===== src/rtl/wallace_cpa_stage.sv =====
// Final carry-propagate adder of the Wallace-tree multiplier: folds the sum/carry
// vector pair into a binary product over a two-stage pipeline split at W/2.
module wallace_cpa_stage #(
  parameter int W = 16,
  localparam int H = W / 2
) (
  input  logic         clk,
  input  logic         rst_n,
  input  logic         in_valid,
  output logic         in_ready,
  input  logic [W-1:0] in_sum,
  input  logic [W-1:0] in_carry,
  output logic         out_valid,
  input  logic         out_ready,
  output logic [W-1:0] out_prod,
  output logic         out_cout
);

  function automatic logic [H:0] add_half(input logic [H-1:0] a,
                                          input logic [H-1:0] b,
                                          input logic         cin);
    return {1'b0, a} + {1'b0, b} + {{H{1'b0}}, cin};
  endfunction

  logic         s1_valid_q;
  logic [H-1:0] s1_lo_q;
  logic         s1_c_q;
  logic [H-1:0] s1_sum_hi_q;
  logic [H-1:0] s1_car_hi_q;

  logic         s2_valid_q;
  logic [W-1:0] s2_prod_q;
  logic         s2_cout_q;

  logic         s1_adv;
  logic         s2_adv;
  logic [H:0]   s1_lo_d;
  logic [H:0]   s2_hi_d;

  always_comb begin
    s2_adv  = !s2_valid_q || out_ready;
    s1_adv  = !s1_valid_q || s2_adv;
    s1_lo_d = add_half(in_sum[H-1:0], in_carry[H-1:0], 1'b0);
    s2_hi_d = add_half(s1_sum_hi_q, s1_car_hi_q, s1_c_q);
  end

  assign in_ready  = s1_adv;
  assign out_valid = s2_valid_q;
  assign out_prod  = s2_prod_q;
  assign out_cout  = s2_cout_q;

  // Stage 1: low-half add, upper halves carried forward untouched
  always_ff @(posedge clk) begin
    if (!rst_n) begin
      s1_valid_q  <= 1'b0;
      s1_lo_q     <= '0;
      s1_c_q      <= 1'b0;
      s1_sum_hi_q <= '0;
      s1_car_hi_q <= '0;
    end else if (s1_adv) begin
      s1_valid_q <= in_valid;
      if (in_valid) begin
        s1_lo_q     <= s1_lo_d[H-1:0];
        s1_c_q      <= s1_lo_d[H];
        s1_sum_hi_q <= in_sum[W-1:H];
        s1_car_hi_q <= in_carry[W-1:H];
      end
    end
  end

  // Stage 2: upper-half add absorbing the low-half carry
  always_ff @(posedge clk) begin
    if (!rst_n) begin
      s2_valid_q <= 1'b0;
      s2_prod_q  <= '0;
      s2_cout_q  <= 1'b0;
    end else if (s2_adv) begin
      s2_valid_q <= s1_valid_q;
      if (s1_valid_q) begin
        s2_prod_q <= {s2_hi_d[H-1:0], s1_lo_q};
        s2_cout_q <= s2_hi_d[H];
      end
    end
  end

endmodule


===== config.mk =====
export PLATFORM = sky130hd
export DESIGN_NAME = wallace_cpa_stage
export DESIGN_NICKNAME = d
export VERILOG_FILES = /design/src/rtl/wallace_cpa_stage.sv
export SDC_FILE = /design/constraint.sdc
export NUM_CORES = 1
export LEC_CHECK = 0
export BUFFER_PORTS_ARGS = -buffer_cell sky130_fd_sc_hd__clkbuf_2
export CAP_MARGIN = 15
export CELL_PAD_IN_SITES_DETAIL_PLACEMENT = 1
export CELL_PAD_IN_SITES_GLOBAL_PLACEMENT = 2
export CORE_AREA = 2 2 116 90
export DETAILED_ROUTE_END_ITERATION = 8
export DIE_AREA = 0 0 118 92
export PLACE_DENSITY = 0.62
export SYNTH_ARGS = -nofsm -noshare
export SYNTH_HDL_FRONTEND = slang
export SYNTH_SLANG_ARGS = --single-unit

===== constraint.sdc =====
create_clock -name clk -period 2.5 [get_ports clk]
set_clock_uncertainty 0.15 [all_clocks]
set_input_delay 0.5 -clock clk [delete_from_list [all_inputs] [get_ports clk]]
set_output_delay 0.5 -clock clk [all_outputs]
set_load 0.03 [all_outputs]

# Word level (Yosys, flattened, before mapping)
# Cells that the tools add are included.
# op_classes
reduce_logical,6
addsub,3
# op_table
cell,count
$add 8x8->9,2
$add 9x1->9,1
$reduce_and 2->1,2
$logic_not 1->1,2
$logic_or 1x1->1,2
# totals
elab_cells,17
out_inout_bits,19
input_bits,36
regBits,44

# Depth between registers and ports, before layout
# Gate-level depths: netlist of the first run.
# logic_depth
depth_word,4
depth_mapped,6
mapped_depth_nobuf,6

# Least setup slack after synthesis of the first run
# OpenSTA, ideal clock, no wires.
# synth_timing
path_kind,register to register
from,reg s1_c_q
to,"reg s2_cout_q, in the netlist out_cout"
slack_ns,0.215
path_buffers,0
stages_incl_launch_ff,7
setup_time_ns,0.130
synth_period_minus_slack_ns,2.285
t_arrival_ns,2.005
t_required_ns,2.220
cell_sequence,dfxtp_1 > fa_1 > fa_1 > a211oi_2 > o21bai_1 > a2111oi_1 > nor3_1
# synth_between
elab_chain_len,1
# synth_rtl
item,line_no,rtl
start: declaration,27,logic s1_c_q;
start signal: assignment,64,s1_c_q <= s1_lo_d[H];
$add 9x1->9,22,"return {1'b0, a} + {1'b0, b} + {{H{1'b0}}, cin};"
end signal: assignment,81,s2_cout_q <= s2_hi_d[H];
end: declaration,33,logic s2_cout_q;
# No other way between the ends.
# A chain may end at the register's enable or synchronous reset.

# Worst setup path after layout of the first run
# Same ends and word-level chain as after synthesis.

==> results of run 1 <==
## flip-flops by register name, summed over array words and instances, names as in the netlist
register	cells
out_prod	16
out_cout	1
s1_car_hi_q	8
s1_valid_q	1
out_valid	1
s1_lo_q	8
s1_sum_hi_q	8
s1_c_q	1
## layer usage
metal | GRT usage [%] | wire, um | up-vias
li1 | - | - | 1103
met1 | 17.8 | 3480 | 996
met2 | 18.3 | 2670 | 35
met3 | 3.17 | 230 | 6
met4 | 3.61 | 76 | 0
met5 | 0 | 0 | -
## cell usage after synthesis (all sizes together)
master	n
fa	3
nand3	3
a21oi	38
and3b	2
nand4	2
a211oi	7
and2	1
dfxtp	44
buf	12
and2b	1
nand2	66
clkbuf	2
a211o	7
a2111o	2
xnor2	2
o211ai	8
a31oi	4
a21boi	1
nor2	8
nor3	8
nand3b	6
a2111oi	1
o2111ai	1
a311oi	1
nand4b	1
inv	3
or3	5
a21o	4
ha	15
o21a	1
o21bai	4
o21ai	10
and3	2
nand2b	1
## power breakdown
group	switching (W)	total (W)	internal, W
Combinational	0.000188	0.000315	0.000126
Clock	0.000272	0.000666	0.000394
Sequential	0.0000273	0.000770	0.000743
Total	0.000488	0.00175	0.00126
## path summary, 6_finish.rpt
kind,from,end,cells past startpoint
worst min-delay path,in_carry[15],s1_car_hi_q[7],3
worst min register to register,out_prod[8],out_prod[8],2
worst max register to register,s1_c_q,out_cout,6
worst max-delay path,s1_c_q,out_cout,6
## through the flow
step | utilization (%) | std cells
5_1_grt | 29.4 | 467
4_1_cts | 29.4 | 467
2_1_floorplan | - | 276
3_5_place_dp | 27.9 | 459
6_report | 29.4 | 467
3_3_place_gp | 27.9 | 459
## layout make-up
type	count	area (um2)	share of cell area [%]
well taps	136	170	5.84
clock inverters	2	10.0	0.344
inverters	3	11.3	0.387
repair buffers	61	323	11.1
multi-input cells	215	1380	47.3
flip-flops and latches	44	881	30.3
clock buffers	6	139	4.77
## cell families after synthesis
family,Yosys count
DFF,44
AOI/OAI and AO/OA,89
and+or+nand+nor,106
xor gates and xnor gates,2
buffers and inverters,17
adders and majority gates,18
## timing repair
item,in CTS,in global routing
endpoints found under the hold margin,0,0
setup endpoints to repair,0,1
gates resized for setup,0,2
## worst max-delay path, stage by stage (launching register included)
cell and delay (ns):
dfxtp_1 0.33, fa_1 0.50, fa_2 0.41, a211oi_2 0.22, o21bai_1 0.18, a2111oi_2 0.38, nor3_1 0.08
==> impl_results.md, run 1 <==
* Die height at 92 um
* Root Driver: clkbuf_16
* Die footprint at approximately 11000 um2
* Syn_area_per_cell at approximately 8.5 um2
* Initial antenna violation count at 0
* Pwr Density at approximately 600 nW/um2
* Xor and xnor area share after synthesis at less than 1%
* Cell area after synthesis at between 2000 and 2500 um2
* # setup viols final at 0
* Top cells by area, synth: dfxtp_1, nand2_1, ha_1
* Post-DRT Antenna Nets at 0
* Synth warnings at 0
* Ant diodes at 0
* Proportion of synthesized area in mux cells at 0%
* Initial DRC count at 30
* Simple logic cell fraction of the synthesized area at 21.0%
* Port-buffer cells at 54
* Worst setup margin at ~0.12 ns
* CP endpoint kind: register
* Power Total at between 0.0015 and 0.002 W
* Leakage at 1.22 nW
* DRT Pass-1 Iters at 4
* Gr ovfl total at 0
* Clk pin slew, worst setup/hold paths at approximately 0.06 ns
* Fin area at just under 3000 um2
* Area Overhead vs Synth at 23.7%
* Max Clk Rate at roughly 420 MHz
* Fin crit share at a little over nine tenths
* Crit path DAT at ~2.4 ns
* Via Count at roughly 2100
* Flop-to-flop setup slack at 0.12 ns
* Postcts setup bufs at 0
* Initial core utilization at a little under a quarter
* Hold_ws at around 0.28 ns
* TNS Setup at 0 ns
* Worst skew pair latency at ~0.28 ns
* Number of remaining DRC errors at 0
* Post-synthesis compound-gate area fraction at about 26%
* Number of global-route vias before repair at 2115
* # fillers at roughly 1200
* Largest family of logic cells by synthesized area: compound AO/OA/AOI/OAI gates
* CTS Buffer Depth at 2
* Area after DPL at between 2000 and 3000 um2
* Synth Area in Adders at 10.5%
* FP Rows at 32
* RSZ-0062 raised after global routing: no
* Final hold violations at 0
* Cell taking the most area after synthesis: dfxtp_1
* Max FO, Critical Path at 3
* Mapped Cells at about 280
* Unique masters post-synth at 49
* Status: finished, final reports clean
* CTS tree: yes
* Max-Cap Viols at 0
* H-tree depth at 2
* Relative slew slack at 58.3%
* Total CTS buffers at 5
* Num ports at 55
* Max VDD drop at 0.262 mV
* CP Data Required Time at between 2 and 3 ns
* Worst setup path class: register to register
* Core area at 9890 um2
* Mapped Nets at 330
* Gr usage total at roughly an eighth
* Final nets at approximately 380
* Max-slew violation count at 0
* Type of origin of the critical path: register
* DIE WIDTH at 118 um
* Min Tclk post-route at ~2.4 ns
* Synth top area share at 37.4%
* Most frequent cells in the layout: nand2_1, clkbuf_2, dfxtp_1, a21oi_1, ha_1
* Commonest non-fill, non-tap cell in the layout: nand2_1
* Post-DP HPWL at approximately 5000 um
* Largest net degree at the start of global routing at 21
* CTS Hold Bufs at 0
* Clock Sinks at 44
* Final WL at 6450 um
* First-pass GRT wire length at around 11000 um
* Worst-margin pin slew at 0.624 ns
* RD Place Congestion at between 0.6 and 0.7
* Routed len/inst at between 10 and 15 um
* Vias per cell at roughly 4.6
* Sequential area share after synthesis at 37.4%
* Post-place setup slack at approximately 0.016 ns
* FF+latch count, synth at 44
* Min-Delay Path Class: input port to register
* Layout cells sized above 1 at around a quarter
Note: power is estimated with default switching activity, not from simulation.
==> inputs of run 2 (changes only) <==
--- a/config.mk
+++ b/config.mk
@@ -12,7 +12,7 @@
 export CORE_AREA = 2 2 116 90
 export DETAILED_ROUTE_END_ITERATION = 8
 export DIE_AREA = 0 0 118 92
-export PLACE_DENSITY = 0.62
+export PLACE_DENSITY = 0.61
 export SYNTH_ARGS = -nofsm -noshare
 export SYNTH_HDL_FRONTEND = slang
 export SYNTH_SLANG_ARGS = --single-unit
==> impl_results.md, run 2 (synthesis results as in run 1) <==
* CP Data Required Time at about 2.5 ns
* Hold_ws at approximately 0.28 ns
* Flop-to-flop setup slack at ~0.13 ns
* Initial core utilization at 23.8%
* Layout cells sized above 1 at between 20 and 30%
* DIE WIDTH at between 100 and 150 um
* Max stage delay cell, worst path: fa_1
* R2r worst-path depth at 6
* RD Place Congestion at approximately 0.73
* Worst-margin pin slew at 0.717 ns
* CTS Buffer Depth at 2
* Crit path DAT at 2.36 ns
* Post-place setup slack at between 0.004 and 0.005 ns
* Critical Path Max Stage Delay at about 0.50 ns
* TNS Setup at 0 ns
* Area Overhead vs Synth at 24.3%
* # fillers at about 1200
* Max VDD drop at around 0.25 mV
* Final WL at between 6000 and 7000 um
* Core area at between 9000 and 10000 um2
* Via Count at 2172
* FP Rows at 32
* Total CTS buffers at 5
* Max-Cap Viols at 0
* Vias per cell at 4.65
* Routed len/inst at 14.6 um
* CP endpoint kind: register
* Worst setup margin at about 0.13 ns
* Gr usage total at 13.0%
* Num ports at 55
* Gr ovfl total at 0
* Cell family with most CP delay: adder cells
* Pwr Density at slightly above 600 nW/um2
* # setup viols final at 0
* Worst reg2reg path startpoint: s1_c_q
* CTS tree: yes
* Post-DP HPWL at approximately 5100 um
* Type of origin of the critical path: register
* Crit path buf inv count at 0
* Number of global-route vias before repair at approximately 2200
* Leakage at 1.23 nW
* Number of remaining DRC errors at 0
* Max Clk Rate at between 400 and 500 MHz
* CP cell instances: fa_1 -> fa_2 -> a211oi_2 -> o21bai_2 -> a2111oi_2 -> nor3_1
* Hold Path Stages at 3
* RR Endpoint: out_cout
* Most frequent cells in the layout: nand2_1, clkbuf_2, dfxtp_1, a21oi_1, ha_1
* Final hold violations at 0
* Ant diodes at 0
* Fin crit share at 94.9%
* Die footprint at about 11000 um2
* Relative slew slack at 52.1%
* Placed insts at 459
* Status: finished, final reports clean
* Initial antenna violation count at 0
* Die height at 92 um
* Max reg flops at 16
* Largest net degree at the start of global routing at 23
* First-pass GRT wire length at 11400 um
* Worst setup path class: register to register
* Clk pin slew, worst setup/hold paths at roughly 0.06 ns
* Min Tclk post-route at approximately 2.4 ns
* H-tree depth at 2
* Min-Delay Endpoint: s1_car_hi_q[7]
* RSZ-0062 raised after global routing: no
* Area occupied by multi-input gates at 1380 um2
* Max-slew violation count at 0
* Non-filler instance count after layout at about 470
* FF/Latch Area at 881 um2
* Max FO, Critical Path at 3
* Worst skew pair latency at 0.28 ns
* Commonest non-fill, non-tap cell in the layout: nand2_1
* Port-buffer cells at 54
* Initial DRC count at ~120
* Final nets at slightly below 400
* Beginning of the worst hold path: in_carry[15]
* Root Driver: clkbuf_16
* Clock Sinks at 44
* Post-DRT Antenna Nets at 0
* Min-Delay Path Class: input port to register
* DRT Pass-1 Iters at 4
-- run 2: metal layers --
layer / part of all wire, % / GRT usage [%] / vias to the layer above
met1: 55 / 19.7 / 1028
li1: - / - / 1096
met5: 0 / 0 / -
met2: 40 / 18.8 / 43
met4: 0.69 / 2.71 / 0
met3: 3.4 / 2.74 / 5
-- run 2: worst min-delay path, delay by kind of cell --
family                 cells  cell delay [ns]
AO/OA/AOI/OAI              1             0.05
buffers and inverters      1             0.08
AND/OR/NAND/NOR            1             0.04
-- run 2: power by group --
part / switching [W] / total [W] / internal (W)
sequential: 0.0000276 / 0.000771 / 0.000743
clock: 0.000265 / 0.000684 / 0.000420
combinational: 0.000195 / 0.000323 / 0.000128
-- run 2: final cells by class --
cell class | instances | area share (%)
sequential | 44 | 30.1
tap | 136 | 5.81
inverter | 3 | 0.385
clock buffer | 7 | 5.22
multi-input combinational | 215 | 47.2
timing repair buffer | 62 | 11.3
-- run 2: what timing repair did --
item                       4_1_cts  5_1_grt
gates cloned                     0        0
pin swaps                        1        1
buffers inserted                 0        1
setup endpoints to repair        1        1
hold buffers                     0        0
hold endpoints to repair         0        0
resized for setup                0        3
-- run 2: how the worst max path moves through the flow --
stage / from / to / cells after the start
global placement: s1_c_q / out_cout / 6
finish: s1_c_q / out_cout / 6
detailed placement: s1_c_q / out_cout / 6
floorplan: s1_c_q / out_cout / 6
global route: s1_c_q / out_cout / 6
CTS: s1_c_q / out_cout / 6
-- run 2: through the flow --
stage | area (um2) | power, W | utilization [%]
finish | 2930 | 0.00178 | 29.6
global route | 2930 | 0.00187 | 29.6
CTS | 2910 | 0.00180 | 29.4
detailed placement | 2760 | 0.00111 | 27.9
global placement | 2760 | 0.00111 | 27.9
floorplan | 2350 | 0.00100 | -
==> inputs of run 3 (changes only) <==
--- a/config.mk
+++ b/config.mk
@@ -9,10 +9,10 @@
 export CAP_MARGIN = 15
 export CELL_PAD_IN_SITES_DETAIL_PLACEMENT = 1
 export CELL_PAD_IN_SITES_GLOBAL_PLACEMENT = 2
-export CORE_AREA = 2 2 116 90
+export CORE_AREA = 2 2 104 81
 export DETAILED_ROUTE_END_ITERATION = 8
-export DIE_AREA = 0 0 118 92
-export PLACE_DENSITY = 0.61
+export DIE_AREA = 0 0 106 83
+export PLACE_DENSITY = 0.74
 export SYNTH_ARGS = -nofsm -noshare
 export SYNTH_HDL_FRONTEND = slang
 export SYNTH_SLANG_ARGS = --single-unit
==> impl_results.md, run 3 (synthesis results as in run 1) <==
* Port-buffer cells at 54
* CTS Buffer Depth at 2
* Most frequent cells in the layout: nand2_1, clkbuf_2, dfxtp_1, a21oi_1, ha_1
* Worst-margin pin slew at 0.695 ns
* Initial antenna violation count at 0
* Leakage at between 1 and 1.5 nW
* Min Tclk post-route at ~2.4 ns
* Clock Sinks at 44
* Final nets at 385
* # setup viols final at 0
* CP endpoint kind: register
* Die footprint at 8800 um2
* Post-DP HPWL at ~4700 um
* Layout cells sized above 1 at 25.9%
* FP Rows at 28
* Num ports at 55
* Area after DPL at around 2700 um2
* Max-Cap Viols at 0
* Ant diodes at 0
* Initial core utilization at 30.4%
* Commonest non-fill, non-tap cell in the layout: nand2_1
* Fin area at 2890 um2
* Max reg flops at 16
* RD Place Congestion at between 0.7 and 0.8
* Area Overhead vs Synth at 23.0%
* Gr usage total at between 10 and 15%
* DRT Pass-1 Iters at 4
* Type of origin of the critical path: register
* CTS tree: yes
* CTS Hold Bufs at 0
* Relative slew slack at 53.6%
* Initial DRC count at between 100 and 150
* Number of remaining DRC errors at 0
* Vias per cell at about 5
* Post-DRT Antenna Nets at 0
* Root Driver: clkbuf_8
* TNS Setup at 0 ns
* First-pass GRT wire length at roughly 11000 um
* Die height at ~83 um
* Final hold violations at 0
* Crit path DAT at roughly 2.4 ns
* Core area at 7740 um2
* Max FO, Critical Path at 3
* Max-slew violation count at 0
* Power Total at between 0.0015 and 0.002 W
* Routed len/inst at approximately 15 um
* Gr ovfl total at 0
* Worst skew pair latency at approximately 0.29 ns
* Hold Path Stages at 3
* Largest net degree at the start of global routing at 21
* Worst setup path class: register to register
* CP Data Required Time at about 2.5 ns
* Min-Delay Path Class: input port to register
* Total CTS buffers at 5
* Status: finished, final reports clean
* Fin crit share at between 90% and 100%
* Max VDD drop at ~0.33 mV
* Number of global-route vias before repair at around 2100
* R2r worst-path depth at 6
* Final WL at about 6400 um
* Pwr Density at roughly 640 nW/um2
* Via Count at 2148
* DIE WIDTH at 106 um
* Max Clk Rate at about 400 MHz
* H-tree depth at 2
* Clk pin slew, worst setup/hold paths at 0.09 ns
run 3: final cells by class:
class | instances | area, um2
clock buffer | 5 | 68.8
clock inverter | 3 | 90.1
fill | 955 | 4850
inverter | 3 | 11.3
multi-input combinational | 215 | 1380
sequential | 44 | 881
tap | 105 | 131
timing repair buffer | 62 | 330
run 3: power breakdown:
part           internal [W]  switching [W]  total (W)
Combinational      0.000128       0.000192   0.000320
Clock              0.000500       0.000250   0.000749
Sequential         0.000742      0.0000273   0.000769
run 3: through the flow:
| step | utilization [%] | hold slack (ns) | setup slack [ns] | cells |
|---|---|---|---|---|
| after floorplan | - | 0.277 | 0.215 | 276 |
| after global placement | 35.2 | 0.293 | 0.0976 | 429 |
| after detailed placement | 35.2 | 0.299 | 0.0174 | 429 |
| after CTS | 37.3 | 0.265 | 0.0582 | 437 |
| after global routing | 37.4 | 0.269 | -0.0131 | 437 |
| final | 37.4 | 0.269 | 0.0680 | 437 |
run 3: final timing paths:
path / startpoint / to / slack [ns]
setup / recovery: s1_c_q / out_cout / 0.07
hold / removal: in_carry[12] / s1_car_hi_q[4] / 0.27
setup reg to reg: s1_c_q / out_cout / 0.07
hold reg to reg: out_prod[11] / out_prod[11] / 0.30
run 3: worst max-delay path: stages, from the launching register on:
cell and delay, ns:
dfxtp_1 0.34, fa_1 0.50, fa_2 0.41, a211oi_2 0.25, o21bai_2 0.15, a2111oi_2 0.39
nor3_1 0.09
run 3: repair_timing:
action / 4_1_cts / 5_1_grt
setup endpoints to repair: 1 / 1
pin swaps: 0 / 0
setup buffers: 0 / 0
gates resized for setup: 1 / 2
run 3: routing by layer:
metal | GRT usage, % | share of wire, % | vias to the layer above | wire (um)
met5 | 0 | 0 | - | 0
met4 | 2.87 | 0.41 | 0 | 26
met3 | 3.38 | 4.3 | 2 | 275
met2 | 21.8 | 43 | 39 | 2750
met1 | 21.9 | 53 | 1006 | 3370
li1 | - | - | 1101 | -
